## config.mk

```make
export PLATFORM = sky130hd
export DESIGN_NAME = tile_sprite_drawer
export DESIGN_NICKNAME = d
export VERILOG_FILES = /design/src/rtl/draw_pkg.sv /design/src/rtl/tile_scan_counter.sv /design/src/rtl/tile_sprite_drawer.sv
export SDC_FILE = /design/constraint.sdc
export NUM_CORES = 1
export LEC_CHECK = 0
export ABC_AREA = 1
export BUFFER_PORTS_ARGS = -buffer_cell sky130_fd_sc_hd__buf_2
export CAP_MARGIN = 0
export CORE_ASPECT_RATIO = 1.5
export CORE_MARGIN = 5
export CORE_UTILIZATION = 64
export DETAILED_ROUTE_END_ITERATION = 10
export GPL_ROUTABILITY_DRIVEN = 1
export GPL_TIMING_DRIVEN = 1
export PLACE_DENSITY = 0.95
export SKIP_LAST_GASP = 1
export SYNTH_ARGS = -nofsm -noshare
export SYNTH_HDL_FRONTEND = slang
export SYNTH_SLANG_ARGS = --single-unit
export TNS_END_PERCENT = 30
```

## constraint.sdc

```tcl
create_clock -name clock -period 8.13 [get_ports clock]
set_clock_uncertainty 0.1 [all_clocks]
set_input_delay 1.2195 -clock clock [delete_from_list [all_inputs] [get_ports clock]]
set_output_delay 1.2195 -clock clock [all_outputs]
set_load 0.1 [all_outputs]
```

## src/rtl/draw_pkg.sv

```systemverilog
// rtl/draw_pkg.sv - shared constants, state/mode types and sprite geometry for the tile drawer
package draw_pkg;

    localparam int POS_WALL  = 7;
    localparam int POS_TANK1 = 6;
    localparam int POS_TANK2 = 5;
    localparam int POS_PROJ  = 4;

    localparam logic [1:0] DIR_UP    = 2'b00;
    localparam logic [1:0] DIR_DOWN  = 2'b01;
    localparam logic [1:0] DIR_RIGHT = 2'b10;
    localparam logic [1:0] DIR_LEFT  = 2'b11;

    localparam logic [2:0] COL_WALL_DEF   = 3'b011;
    localparam logic [2:0] COL_TANK1_DEF  = 3'b101;
    localparam logic [2:0] COL_TANK2_DEF  = 3'b100;
    localparam logic [2:0] COL_BARREL_DEF = 3'b111;
    localparam logic [2:0] COL_PROJ_DEF   = 3'b110;
    localparam logic [2:0] COL_ERASE_DEF  = 3'b000;

    // Sprite offsets/sizes are in pixels relative to the tile origin.
    localparam int SPR_W = 8;
    localparam logic [SPR_W-1:0] BODY_OX   = 8'd4;
    localparam logic [SPR_W-1:0] BODY_OY   = 8'd2;
    localparam logic [SPR_W-1:0] BODY_W    = 8'd8;
    localparam logic [SPR_W-1:0] BODY_H    = 8'd8;
    localparam logic [SPR_W-1:0] BARREL_W  = 8'd2;
    localparam logic [SPR_W-1:0] BARREL_H  = 8'd2;
    localparam logic [SPR_W-1:0] PROJ_OX   = 8'd7;
    localparam logic [SPR_W-1:0] PROJ_OY   = 8'd5;
    localparam logic [SPR_W-1:0] PROJ_W    = 8'd2;
    localparam logic [SPR_W-1:0] PROJ_H    = 8'd2;

    typedef enum logic [1:0] {
        S_IDLE,
        S_BODY,
        S_BARREL,
        S_FIN
    } state_t;

    typedef enum logic [2:0] {
        M_ERASE,
        M_WALL,
        M_TANK1,
        M_TANK2,
        M_PROJ
    } mode_t;

    function automatic mode_t decode_mode(input logic [7:0] pos);
        mode_t m;
        if (pos[POS_WALL])       m = M_WALL;
        else if (pos[POS_TANK1]) m = M_TANK1;
        else if (pos[POS_TANK2]) m = M_TANK2;
        else if (pos[POS_PROJ])  m = M_PROJ;
        else                     m = M_ERASE;
        return m;
    endfunction

    function automatic logic [SPR_W-1:0] barrel_ox(input logic [1:0] dir);
        logic [SPR_W-1:0] v;
        case (dir)
            DIR_UP:    v = 8'd7;
            DIR_DOWN:  v = 8'd7;
            DIR_RIGHT: v = 8'd12;
            default:   v = 8'd2;
        endcase
        return v;
    endfunction

    function automatic logic [SPR_W-1:0] barrel_oy(input logic [1:0] dir);
        logic [SPR_W-1:0] v;
        case (dir)
            DIR_UP:    v = 8'd0;
            DIR_DOWN:  v = 8'd10;
            DIR_RIGHT: v = 8'd5;
            default:   v = 8'd5;
        endcase
        return v;
    endfunction

endpackage

```

## src/rtl/tile_scan_counter.sv

```systemverilog
// rtl/tile_scan_counter.sv - row-major 2-D scan counter with clear, enable and last flag
module tile_scan_counter #(
    parameter int CW = 8
) (
    input  logic          clock,
    input  logic          resetn,
    input  logic          clr,
    input  logic          en,
    input  logic [CW-1:0] w,
    input  logic [CW-1:0] h,
    output logic [CW-1:0] cx,
    output logic [CW-1:0] cy,
    output logic          last
);

    logic [CW-1:0] cx_q, cx_d;
    logic [CW-1:0] cy_q, cy_d;
    logic          x_end, y_end;

    assign x_end = (cx_q == (w - CW'(1)));
    assign y_end = (cy_q == (h - CW'(1)));
    assign last  = x_end && y_end;
    assign cx    = cx_q;
    assign cy    = cy_q;

    always_comb begin
        cx_d = cx_q;
        cy_d = cy_q;
        if (clr) begin
            cx_d = '0;
            cy_d = '0;
        end else if (en) begin
            if (x_end) begin
                cx_d = '0;
                cy_d = y_end ? '0 : cy_q + CW'(1);
            end else begin
                cx_d = cx_q + CW'(1);
            end
        end
    end

    always_ff @(posedge clock or negedge resetn) begin
        if (!resetn) begin
            cx_q <= '0;
            cy_q <= '0;
        end else begin
            cx_q <= cx_d;
            cy_q <= cy_d;
        end
    end

endmodule

```

## src/rtl/tile_sprite_drawer.sv

```systemverilog
// rtl/tile_sprite_drawer.sv - draws one framebuffer tile (wall, tank with barrel, projectile or erase)
module tile_sprite_drawer
    import draw_pkg::*;
#(
    parameter int         TILE_W     = 16,
    parameter int         TILE_H     = 12,
    parameter int         X_W        = 8,
    parameter int         Y_W        = 8,
    parameter logic [2:0] COL_WALL   = COL_WALL_DEF,
    parameter logic [2:0] COL_TANK1  = COL_TANK1_DEF,
    parameter logic [2:0] COL_TANK2  = COL_TANK2_DEF,
    parameter logic [2:0] COL_BARREL = COL_BARREL_DEF,
    parameter logic [2:0] COL_PROJ   = COL_PROJ_DEF,
    parameter logic [2:0] COL_ERASE  = COL_ERASE_DEF
) (
    input  logic           clock,
    input  logic           resetn,
    input  logic           start,
    input  logic [7:0]     address,
    input  logic [7:0]     position,
    output logic           busy,
    output logic           done,
    output logic           plot,
    output logic [X_W-1:0] x,
    output logic [Y_W-1:0] y,
    output logic [2:0]     colour
);

    localparam int CW = SPR_W;

    state_t         state_q;
    mode_t          mode_q;
    logic [1:0]     dir_q;
    logic [7:0]     addr_q;
    logic           busy_q, done_q, plot_q;
    logic [X_W-1:0] x_q;
    logic [Y_W-1:0] y_q;
    logic [2:0]     colour_q;

    logic [CW-1:0]  seg_ox, seg_oy, seg_w, seg_h;
    logic [2:0]     seg_col;
    logic [CW-1:0]  cx, cy, ox, oy;
    logic           cnt_last, cnt_clr, cnt_en, in_tile, is_tank;
    logic [X_W+3:0] bx;
    logic [Y_W+3:0] by;
    logic [X_W-1:0] x_d;
    logic [Y_W-1:0] y_d;

    assign is_tank = (mode_q == M_TANK1) || (mode_q == M_TANK2);

    // Geometry of the segment currently being scanned; BARREL always follows a tank body.
    always_comb begin
        seg_ox  = '0;
        seg_oy  = '0;
        seg_w   = CW'(TILE_W);
        seg_h   = CW'(TILE_H);
        seg_col = COL_ERASE;
        if (state_q == S_BARREL) begin
            seg_ox  = barrel_ox(dir_q);
            seg_oy  = barrel_oy(dir_q);
            seg_w   = BARREL_W;
            seg_h   = BARREL_H;
            seg_col = COL_BARREL;
        end else begin
            case (mode_q)
                M_WALL: seg_col = COL_WALL;
                M_TANK1, M_TANK2: begin
                    seg_ox  = BODY_OX;
                    seg_oy  = BODY_OY;
                    seg_w   = BODY_W;
                    seg_h   = BODY_H;
                    seg_col = (mode_q == M_TANK1) ? COL_TANK1 : COL_TANK2;
                end
                M_PROJ: begin
                    seg_ox  = PROJ_OX;
                    seg_oy  = PROJ_OY;
                    seg_w   = PROJ_W;
                    seg_h   = PROJ_H;
                    seg_col = COL_PROJ;
                end
                default: seg_col = COL_ERASE;
            endcase
        end
    end

    assign cnt_en  = (state_q == S_BODY) || (state_q == S_BARREL);
    assign cnt_clr = (state_q == S_IDLE) || ((state_q == S_BODY) && cnt_last);

    tile_scan_counter #(
        .CW (CW)
    ) u_scan (
        .clock  (clock),
        .resetn (resetn),
        .clr    (cnt_clr),
        .en     (cnt_en),
        .w      (seg_w),
        .h      (seg_h),
        .cx     (cx),
        .cy     (cy),
        .last   (cnt_last)
    );

    assign ox      = seg_ox + cx;
    assign oy      = seg_oy + cy;
    assign in_tile = (32'(ox) < TILE_W) && (32'(oy) < TILE_H);

    // Origin is formed wide and then wrapped to the output width.
    assign bx  = (X_W+4)'(addr_q[3:0]) * (X_W+4)'(TILE_W);
    assign by  = (Y_W+4)'(addr_q[7:4]) * (Y_W+4)'(TILE_H);
    assign x_d = X_W'(bx + (X_W+4)'(ox));
    assign y_d = Y_W'(by + (Y_W+4)'(oy));

    always_ff @(posedge clock or negedge resetn) begin
        if (!resetn) begin
            state_q  <= S_IDLE;
            mode_q   <= M_ERASE;
            dir_q    <= '0;
            addr_q   <= '0;
            busy_q   <= 1'b0;
            done_q   <= 1'b0;
            plot_q   <= 1'b0;
            x_q      <= '0;
            y_q      <= '0;
            colour_q <= '0;
        end else begin
            done_q <= 1'b0;
            plot_q <= 1'b0;
            case (state_q)
                S_IDLE: begin
                    if (start) begin
                        addr_q  <= address;
                        mode_q  <= decode_mode(position);
                        dir_q   <= position[1:0];
                        busy_q  <= 1'b1;
                        state_q <= S_BODY;
                    end
                end
                S_BODY, S_BARREL: begin
                    plot_q <= in_tile;
                    if (in_tile) begin
                        x_q      <= x_d;
                        y_q      <= y_d;
                        colour_q <= seg_col;
                    end
                    if (cnt_last) begin
                        state_q <= ((state_q == S_BODY) && is_tank) ? S_BARREL : S_FIN;
                    end
                end
                S_FIN: begin
                    done_q  <= 1'b1;
                    busy_q  <= 1'b0;
                    state_q <= S_IDLE;
                end
                default: state_q <= S_IDLE;
            endcase
        end
    end

    assign busy   = busy_q;
    assign done   = done_q;
    assign plot   = plot_q;
    assign x      = x_q;
    assign y      = y_q;
    assign colour = colour_q;

endmodule

```

# Word level (Yosys, flattened, before mapping)
# Index checks and enable logic that the tools add are counted.
[word_totals]
rom_bits = 0
out_inout_bits = 22
in_bits = 19
register_bits = 53
ram_bits = 0
latch_bits = 0
n_memories = 0
[classes]
bitwise_logic = 0
n_eq_ne = 13
order_cmp = 2
mux = 32
div_mod_pow = 0
n_reduce_logical = 20
add_sub_neg = 8
multipliers = 1
n_shift = 0
[ops]
columns = ["operator", "count"]
rows = [
  ["8-bit 2-to-1 mux", 9],
  ["8-bit adder", 4],
  ["4-bit one-hot mux with 2 select lines", 3],
  ["8-bit by 1-bit adder with 8-bit output, second input constant", 2],
  ["8-bit == test", 2],
  ["3-bit 2-to-1 mux", 5],
  ["3-bit one-hot mux with 2 select lines", 2],
  ["5-bit one-hot mux with 2 select lines", 1],
  ["2-bit AND reduction", 5],
  ["3-bit one-hot mux with 3 select lines", 1],
  ["8-bit by 4-bit less-than comparator with 1-bit output, second input constant", 1],
  ["8-bit by 5-bit less-than comparator with 1-bit output, second input constant", 1],
  ["2-bit == test, second input constant", 3],
  ["3-bit by 2-bit == test with 1-bit output, second input constant", 2],
  ["4-bit by 2-bit multiplier with 6-bit output, second input constant", 1],
  ["2-bit one-hot mux with 3 select lines", 1],
  ["2-bit nonzero test", 3],
  ["2-bit OR reduction", 3],
  ["5-bit by 1-bit subtractor with 6-bit output, second input constant", 1],
  ["1-bit 2-to-1 mux", 5],
  ["5-bit 2-to-1 mux", 1],
  ["4-bit by 1-bit subtractor with 5-bit output, second input constant", 1],
  ["2-bit by 1-bit == test with 1-bit output, second input constant", 2],
  ["1-bit logical AND", 4],
  ["other kinds (8)", 13],
]

# Logic depth before layout (Yosys ltp)
# Gate-level depths: netlist of the first run.
[logic_depth]
word_depth = 11
depth_mapped = 23
mapped_depth_nobuf = 23

# By module
# A second synthesis of the first run with hierarchy kept.
[hier_totals]
hier_cells = 679
area_unflattened_um2 = 4606.9
[modules_own_cells]
columns = ["module", "seq_area_each_um2", "cells_per_inst", "instances", "area_each_um2"]
rows = [
  ["tile_sprite_drawer", 925.9, 432, 1, 3081.7],
  ["tile_scan_counter", 400.4, 247, 1, 1525.2],
]

# Least setup slack after synthesis of the first run
# OpenSTA, ideal clock, no wires.
[synth_timing]
path_kind = "flip-flop to flip-flop"
start = "register state_q[0]"
end = "register y_q[7], in the netlist y[7]"
stages_incl_launch_ff = 22
arrival_ns = 3.081
required_time_ns = 7.917
setup_slack_ns = 4.837
setup_time_ns = 0.113
n_path_buf = 0
path_cell_list = "dfrtp_1 > inv_1 > ha_1 > inv_1 > nand2_2 > inv_2 > a21oi_1 > ha_1 > fa_1 > nand2_2 > nand2_4 > xor2_2 > ha_1 > a21oi_1 > nand2_1 > a21o_1 > nand2_1 > nand3_1 > nand2_1 > nand2_2 > nand2_1 > inv_1"
[synth_between]
elab_chain_len = 6
word_cells_on_any_way = 12
cone_classes = "add/sub: 3; order compare: 2; eq/ne: 2; mux: 2; reduce/logical: 3"
[synth_rtl]
columns = ["element", "line_no", "rtl"]
rows = [
  ["start, declared", "tile_sprite_drawer.sv:31", "state_t state_q;"],
  ["start signal, assigned", "tile_sprite_drawer.sv:146", "state_q <= ((state_q == S_BODY) && is_tank) ? S_BARREL : S_FIN;"],
  ["2-bit == test", "tile_sprite_drawer.sv:58, tile_sprite_drawer.sv:128", ""],
  ["8-bit 2-to-1 mux", "tile_sprite_drawer.sv:58", "if (state_q == S_BARREL) begin"],
  ["8-bit adder (on tied branches)", "tile_sprite_drawer.sv:103, tile_sprite_drawer.sv:104", ""],
  ["8-bit by 5-bit less-than comparator with 1-bit output / 8-bit by 4-bit less-than comparator with 1-bit output (equally long branches)", "tile_sprite_drawer.sv:105", "assign in_tile = (32'(ox) < TILE_W) && (32'(oy) < TILE_H);"],
  ["1-bit logical AND", "tile_sprite_drawer.sv:105", ""],
  ["2-bit AND reduction (no line)", "--", ""],
  ["end signal, assigned", "tile_sprite_drawer.sv:142", "y_q <= y_d;"],
  ["end, declared", "tile_sprite_drawer.sv:37", "logic [Y_W-1:0] y_q;"],
]
# Several ways; a longest one is shown, not always the timed one.
# A chain may end at the register's enable or synchronous reset.

# Worst setup path after layout of the first run
# Ends and elaborated chain as after synthesis.

==> results of run 1 <==
==> cells by family (layout without fill, tap and decap cells) <==
kind of cell,after synthesis,in the layout
and+or+nand+nor,302,302
xor gates and xnor gates,22,22
buffers and inverters,77,116
AOI/OAI and AO/OA,30,30
DFF,53,53
adders and majority gates,33,33
==> stage by stage <==
step	setup slack (ns)	util, %	instance area, sq um
finish	4.319	71.47	4135
global placement	4.542	69.68	4031
detailed placement	4.395	69.68	4031
global route	4.087	71.47	4135
CTS	4.356	71.47	4135
floorplan	4.837	-	3811
==> final timing paths <==
path / endpoint / cells after the start / slack [ns]
setup / recovery: y[7] / 21 / 4.32
hold / removal: y[5] / 2 / 0.37
setup reg to reg: y[7] / 21 / 4.32
hold reg to reg: y[5] / 2 / 0.37
max in group asynchronous: x[0] / 2 / 6.57
min in group asynchronous: u_scan.cx[6] / 2 / 0.90
==> area by class of cell <==
class	instances	area (sq um)	area share, %
Sequential cell	53	1326	32.07
Clock buffer	5	68.82	1.664
Multi-Input combinational cell	387	2153	52.07
Tap cell	72	90.09	2.179
Clock inverter	2	35.03	0.8472
Timing Repair Buffer	39	197.7	4.781
Inverter	70	264.0	6.384
==> critical path, stage by stage, from the launching register on <==
cell	delay [ns]
dfrtp_1	0.44
inv_1	0.09
ha_1	0.29
inv_1	0.17
nand2_2	0.14
inv_2	0.14
a21oi_1	0.08
ha_1	0.24
fa_1	0.46
nand2_2	0.13
nand2_4	0.07
xor2_2	0.16
ha_1	0.37
a21oi_1	0.18
nand2_1	0.10
a21o_1	0.17
nand2_1	0.08
nand3_1	0.07
nand2_1	0.09
nand2_2	0.05
nand2_1	0.07
inv_1	0.03
==> placed cells by master (no fill, tap or decap), drive strengths merged <==
| cell type | count |
|---|---|
| clkinv | 3 |
| bufinv | 1 |
| nand4 | 7 |
| or2 | 2 |
| a22oi | 1 |
| dfrtp | 53 |
| xor2 | 18 |
| xnor2 | 4 |
| a21o | 1 |
| o21ai | 16 |
| ha | 28 |
| nor2 | 39 |
| nand2 | 197 |
| nand3b | 3 |
| nand3 | 48 |
| fa | 5 |
| nor3 | 5 |
| a21oi | 10 |
| inv | 68 |
| a211oi | 1 |
| clkbuf | 5 |
| nor4 | 1 |
| buf | 39 |
| o22ai | 1 |
==> routing by layer <==
layer / wire length (microns) / part of all wire [%]
met5: 0 / 0
met4: 286 / 3.3
met3: 461 / 5.3
met2: 4590 / 52
met1: 3410 / 39
==> flip-flops by register name, summed over array words and instances, names as in the netlist <==
name / cells
addr_q: 8
u_scan.cx: 8
u_scan.cy: 8
x: 8
y: 8
colour: 3
mode_q: 3
dir_q: 2
state_q: 2
busy: 1
done: 1
plot: 1
==> metrics.txt, run 1 <==
FF+latch count, synth 53; Sink Count 53; Die Y roughly 100 microns; syn_nets ~570; Total Die Area between 7000 and 8000 sq um; Fin. Hold Viols 0; top-area cell type share of the netlist area 34.80%; final hold slack about 0.37 ns; cts hold-fix bufs 0; cts bufs inserted 5; maxcap violations 0; nets 608; register area share after synthesis between 30% and 40%; # resized after CTS 0; post-synthesis simple-gate area fraction between 30% and 40%; Post-synth ARST share 100.0%; reg2reg start state_q[0]; CTS tree yes; Setup crit end kind flip-flop; final count of pins violating max slew 0; met2 global-route usage 42.57%; most frequent cell after synthesis nand2_1; total number of H-tree levels 2; Synth Area in XOR/XNOR 5.253%; row cnt 34; DRC Markers 0; Post-synth EDFFs 0; Synth area leader dfrtp_1; Initial Util about 66%; Synth Area in Compound Gates 4.366%; GRT Overall Usage 23.74%; area delta synth->final 8.503%; wire length per cell around 14 microns; number of distinct library cells after synthesis 34; largest family of logic cells by synthesized area simple AND/OR/NAND/NOR gates; Port Buffers 38; antenna cells 0; Vias/cell ~5.6; status complete, no violations; final worst path period need between 3 and 4 ns; core area a little under 6000 sq um; initial antenna violation count 0; met3 Use GR approximately 3.6%; RSZ-0062 raised after global routing no; CP startpoint kind flip-flop; Top Usage Layer GRT met2; Filler cells about 440; Setup TNS Final 0 ns; HP Start y[5]; setup bufs post-CTS 0; CP Launch Point state_q[0]; Pre-antenna DRT Iters 5; drt initial violations 291; Overflow after GRT 0; Post-Route WL 8749 microns; worst path required time slightly above 8 ns; f_max between 200 and 300 MHz; largest net degree at the start of global routing between 50 and 60; Yosys Warn Count 0; clk_lat worst skew between 0.3 and 0.4 ns; Post-Synthesis Cells around 520; final non-filler cell total 628; actual slew at the worst max-slew pin about 0.66 ns; io pins just over 40; routability congestion estimate slightly below 0.9; fraction of layout cells with a size suffix above 1 14.21%; adder-cell share of the synthesized area between 10% and 20%; root buf cell clkbuf_8; global-route wire length before repair 14670 microns; Worst slew margin 56.08%; largest buffer count on any clock path 2; Synth area leaders dfrtp_1 (35%), nand2_1 (18%), ha_1 (9.2%); Clock Pin Slew Worst Setup and Hold Paths 0.09 ns; Placed Cells 621; post-synthesis mux area share 0%; dpl hpwl just under 7000 microns; min-delay worst type flip-flop to flip-flop; syn avg cell area roughly 7.4 sq um; ANT nets after route 0; top_reg_cell synth dfrtp_1; die width between 70 and 80 microns; CP Max Fanout 7; Critical Path AT approximately 3.9 ns; Mapped Area ~3800 sq um; met1 Use GR a little over a quarter; routed vias around 3500; vias in the first global route approximately 3400; most frequent cells after synthesis nand2_1 (184), inv_1 (62), dfrtp_1 (53); Final Setup Violations 0; Setup CP Type flip-flop to flip-flop; Period Utilization, post-route between 40% and 50%
Power of run 1 is not shown: default switching activity piles up to over one toggle a cycle in this logic, so the estimate is an artifact.
==> run 2: changes to the inputs <==
--- a/config.mk
+++ b/config.mk
@@ -5,16 +5,16 @@
 export SDC_FILE = /design/constraint.sdc
 export NUM_CORES = 1
 export LEC_CHECK = 0
-export ABC_AREA = 1
+export ABC_AREA = 0
 export BUFFER_PORTS_ARGS = -buffer_cell sky130_fd_sc_hd__buf_2
 export CAP_MARGIN = 0
 export CORE_ASPECT_RATIO = 1.5
 export CORE_MARGIN = 5
-export CORE_UTILIZATION = 64
+export CORE_UTILIZATION = 53
 export DETAILED_ROUTE_END_ITERATION = 10
 export GPL_ROUTABILITY_DRIVEN = 1
 export GPL_TIMING_DRIVEN = 1
-export PLACE_DENSITY = 0.95
+export PLACE_DENSITY = 0.86
 export SKIP_LAST_GASP = 1
 export SYNTH_ARGS = -nofsm -noshare
 export SYNTH_HDL_FRONTEND = slang
==> constraint.sdc (replaced) <==
create_clock -name clock -period 3.1 [get_ports clock]
set_clock_uncertainty 0.1 [all_clocks]
set_input_delay 0.465 -clock clock [delete_from_list [all_inputs] [get_ports clock]]
set_output_delay 0.465 -clock clock [all_outputs]
set_load 0.1 [all_outputs]
==> run 2 against run 1 <==
Against the previous run:
- the run now ends with setup timing left
- global-route usage fell by 1.6 points
- sequential cell count stayed put
- setup slack worse by 4.7 ns
- synthesized cell count is 38% lower
- routed wire length grew 1.7%
- register-to-register slack worse by 4.7 ns
- maximum frequency is 11% higher
==> metrics.txt, run 2 <==
status complete, but fails checks; failing checks setup timing; CTS tree yes; most frequent cells after synthesis dfrtp_1 (53), ha_1 (28), mux2_2 (20), nor2_1 (20), nand2_1 (19); commonest non-fill, non-tap cell in the layout buf_4; Post-synth EDFFs 0 (unchanged); Post-Synthesis Cells 322 (-38%); maxcap violations 0 (unchanged); Period Utilization, post-route 110.9% (+64 points); ANT nets after route 0 (unchanged); final count of pins violating max slew 0 (unchanged); Yosys Warn Count 0 (unchanged); routed vias 2781 (-20%); post-synthesis mux area share 11.63% (+12 points); setup ws final -0.3364 ns (-4.656 ns); root buf cell clkbuf_8; worst path required time 3.22 ns (-5.03 ns); top-area cell type share of the netlist area 38.52% (+3.7 points); Vias/cell 5.652 (+1.8%); die width 75.81 microns (+3.8%); Post-Route WL 8902 microns (+1.7%); Sink Count 53 (unchanged); Synth area leader dfrtp_1; Synth area leaders dfrtp_1 (39%), ha_1 (10%), mux2_2 (6.5%); largest buffer count on any clock path 2 (unchanged); FF+latch count, synth 53 (unchanged); drt initial violations 134 (-54%); largest family of logic cells by synthesized area simple AND/OR/NAND/NOR gates; vias in the first global route 2989 (-12%); Mapped Area 3443 sq um (-9.7%); Initial Util 53.83% (-12 points); number of distinct library cells after synthesis 57 (+68%); Worst slew margin 39.91% (-16 points); routability congestion estimate 0.8801 (-0.81%); Total Die Area 8242 sq um (+8.0%); post-synthesis simple-gate area fraction 13.48% (-22 points); row cnt 36 (+5.9%); top_reg_cell synth dfrtp_1; Setup CP Type flip-flop to flip-flop; most frequent cell after synthesis dfrtp_1; GRT Overall Usage 22.16% (-1.6 points); Final Setup Violations 25 (+25); wire length per cell 18.09 microns (+30%); io pins 41 (unchanged); cts bufs inserted 5 (unchanged); Pre-antenna DRT Iters 4 (-1); actual slew at the worst max-slew pin 0.9013 ns (+0.2426 ns); nets 467 (-23%); Port Buffers 38 (unchanged); Critical Path AT 3.55 ns (-0.38 ns); total number of H-tree levels 2 (unchanged); largest net degree at the start of global routing 40 (-26%); Synth Area in XOR/XNOR 7.376% (+2.1 points); min-delay worst type input pin to async pin; Clock Pin Slew Worst Setup and Hold Paths 0.10 ns (about the same); clk_lat worst skew 0.33 ns (+0.02 ns); CP startpoint kind flip-flop; CP Max Fanout 8 (+1); register area share after synthesis 38.52% (+3.7 points); Die Y 108.7 microns (+4.0%); core area 6396 sq um (+11%); syn avg cell area 10.69 sq um (+45%); Synth Area in Compound Gates 12.28% (+7.9 points); fraction of layout cells with a size suffix above 1 43.03% (+29 points); Place WS -0.3218 ns (-4.717 ns); Fin. Hold Viols 0 (unchanged); global-route wire length before repair 13740 microns (-6.3%); adder-cell share of the synthesized area 13.37% (+1.6 points); most frequent cells in the layout buf_4 (54), dfrtp_1 (53), buf_2 (38), ha_1 (21), mux2_2 (20); f_max 291.0 MHz (+11%); RSZ-0062 raised after global routing yes; area delta synth->final 29.47%; dpl hpwl 5904 microns (-13%); initial antenna violation count 0 (unchanged); final worst path period need 3.436 ns (-0.3745 ns); Overflow after GRT 0 (unchanged); Setup crit end kind flip-flop; Post-synth ARST share 100.0% (unchanged); syn_nets 374 (-34%); antenna cells 0 (unchanged); DRC Markers 0 (unchanged); cts hold-fix bufs 0 (unchanged)
## run 2: cell types whose count changed after synthesis, sizes merged, moves of 7 or more
| cell | previous run | this run |
|---|---|---|
| a21o | 1 | 8 |
| xnor2 | 4 | 17 |
| a21oi | 10 | 18 |
| nor2 | 39 | 21 |
| mux2 | 0 | 29 |
| nand2 | 197 | 19 |
| nand3 | 48 | 8 |
| inv | 68 | 19 |
## run 2: final cells by class
type,instances,area [sq um]
timing repair buffer,95,660.6
tap,76,95.09
multi-input combinational,241,2190
inverter,19,71.32
clock buffer,5,68.82
clock inverter,3,46.29
sequential,53,1326
fill,417,1938
## run 2: timing repair
action / 4_1_cts / 5_1_grt
gates cloned: 0 / 1
endpoints found under the setup margin: 24 / 28
buffers inserted: 8 / 5
pin swaps: 16 / 7
resized for setup: 13 / 7
## run 2: worst paths after layout
| kind | start | cells past startpoint | to | slack [ns] |
|---|---|---|---|---|
| worst min-delay path | resetn | 1 | u_scan.cx[1] | 0.15 |
| worst max register to register | state_q[0] | 15 | y[6] | -0.34 |
| worst max-delay path | state_q[0] | 15 | y[6] | -0.34 |
| min in group clock | position[7] | 2 | mode_q[1] | 0.23 |
| max in group asynchronous | resetn | 2 | mode_q[1] | 2.09 |
| worst min register to register | colour[0] | 1 | colour[0] | 0.41 |
## run 2: routing by layer
layer | vias to the layer above | track usage, % | share of wire, %
met2 | 74 | 41.42 | 56
li1 | 1317 | - | -
met1 | 1357 | 21.47 | 36
met3 | 33 | 4.244 | 3.2
met4 | 0 | 12.63 | 4.1
met5 | - | 0 | 0
## run 2: per-stage QoR
| step | std cells | area [sq um] | utilization, % | TNS, ns | hold WS [ns] |
|---|---|---|---|---|---|
| floorplan | 322 | 3540 | - | -3.571 | 0.06941 |
| global placement | 470 | 4115 | 64.34 | -2.429 | 0.3833 |
| detailed placement | 470 | 4115 | 64.34 | -3.735 | 0.3880 |
| CTS | 486 | 4349 | 68.00 | -3.974 | 0.1880 |
| global route | 492 | 4458 | 69.70 | -9.513 | 0.2179 |
| finish | 492 | 4458 | 69.70 | -6.452 | 0.1545 |
## run 2: cell families (layout without fill, tap and decap cells)
| family | count (synthesis) | after routing |
|---|---|---|
| simple gates | 84 | 84 |
| compound gates | 61 | 61 |
| flops | 53 | 53 |
| fa+ha+maj | 34 | 34 |
| mux | 33 | 33 |
| xor+xnor | 29 | 29 |
| buf+inv | 28 | 122 |
## run 2: critical path, stage by stage, from the launching register on
cell and delay [ns]:
dfrtp_1 0.40, inv_2 0.08, ha_4 0.20, buf_4 0.13
a21oi_2 0.06, ha_2 0.21, fa_2 0.40, a21o_1 0.19
a21oi_2 0.16, xnor2_2 0.16, ha_4 0.26, a21o_1 0.19
a21oi_2 0.15, xor2_1 0.22, xnor2_1 0.12, mux2_4 0.28
Power of run 2 is left out for the same reason.
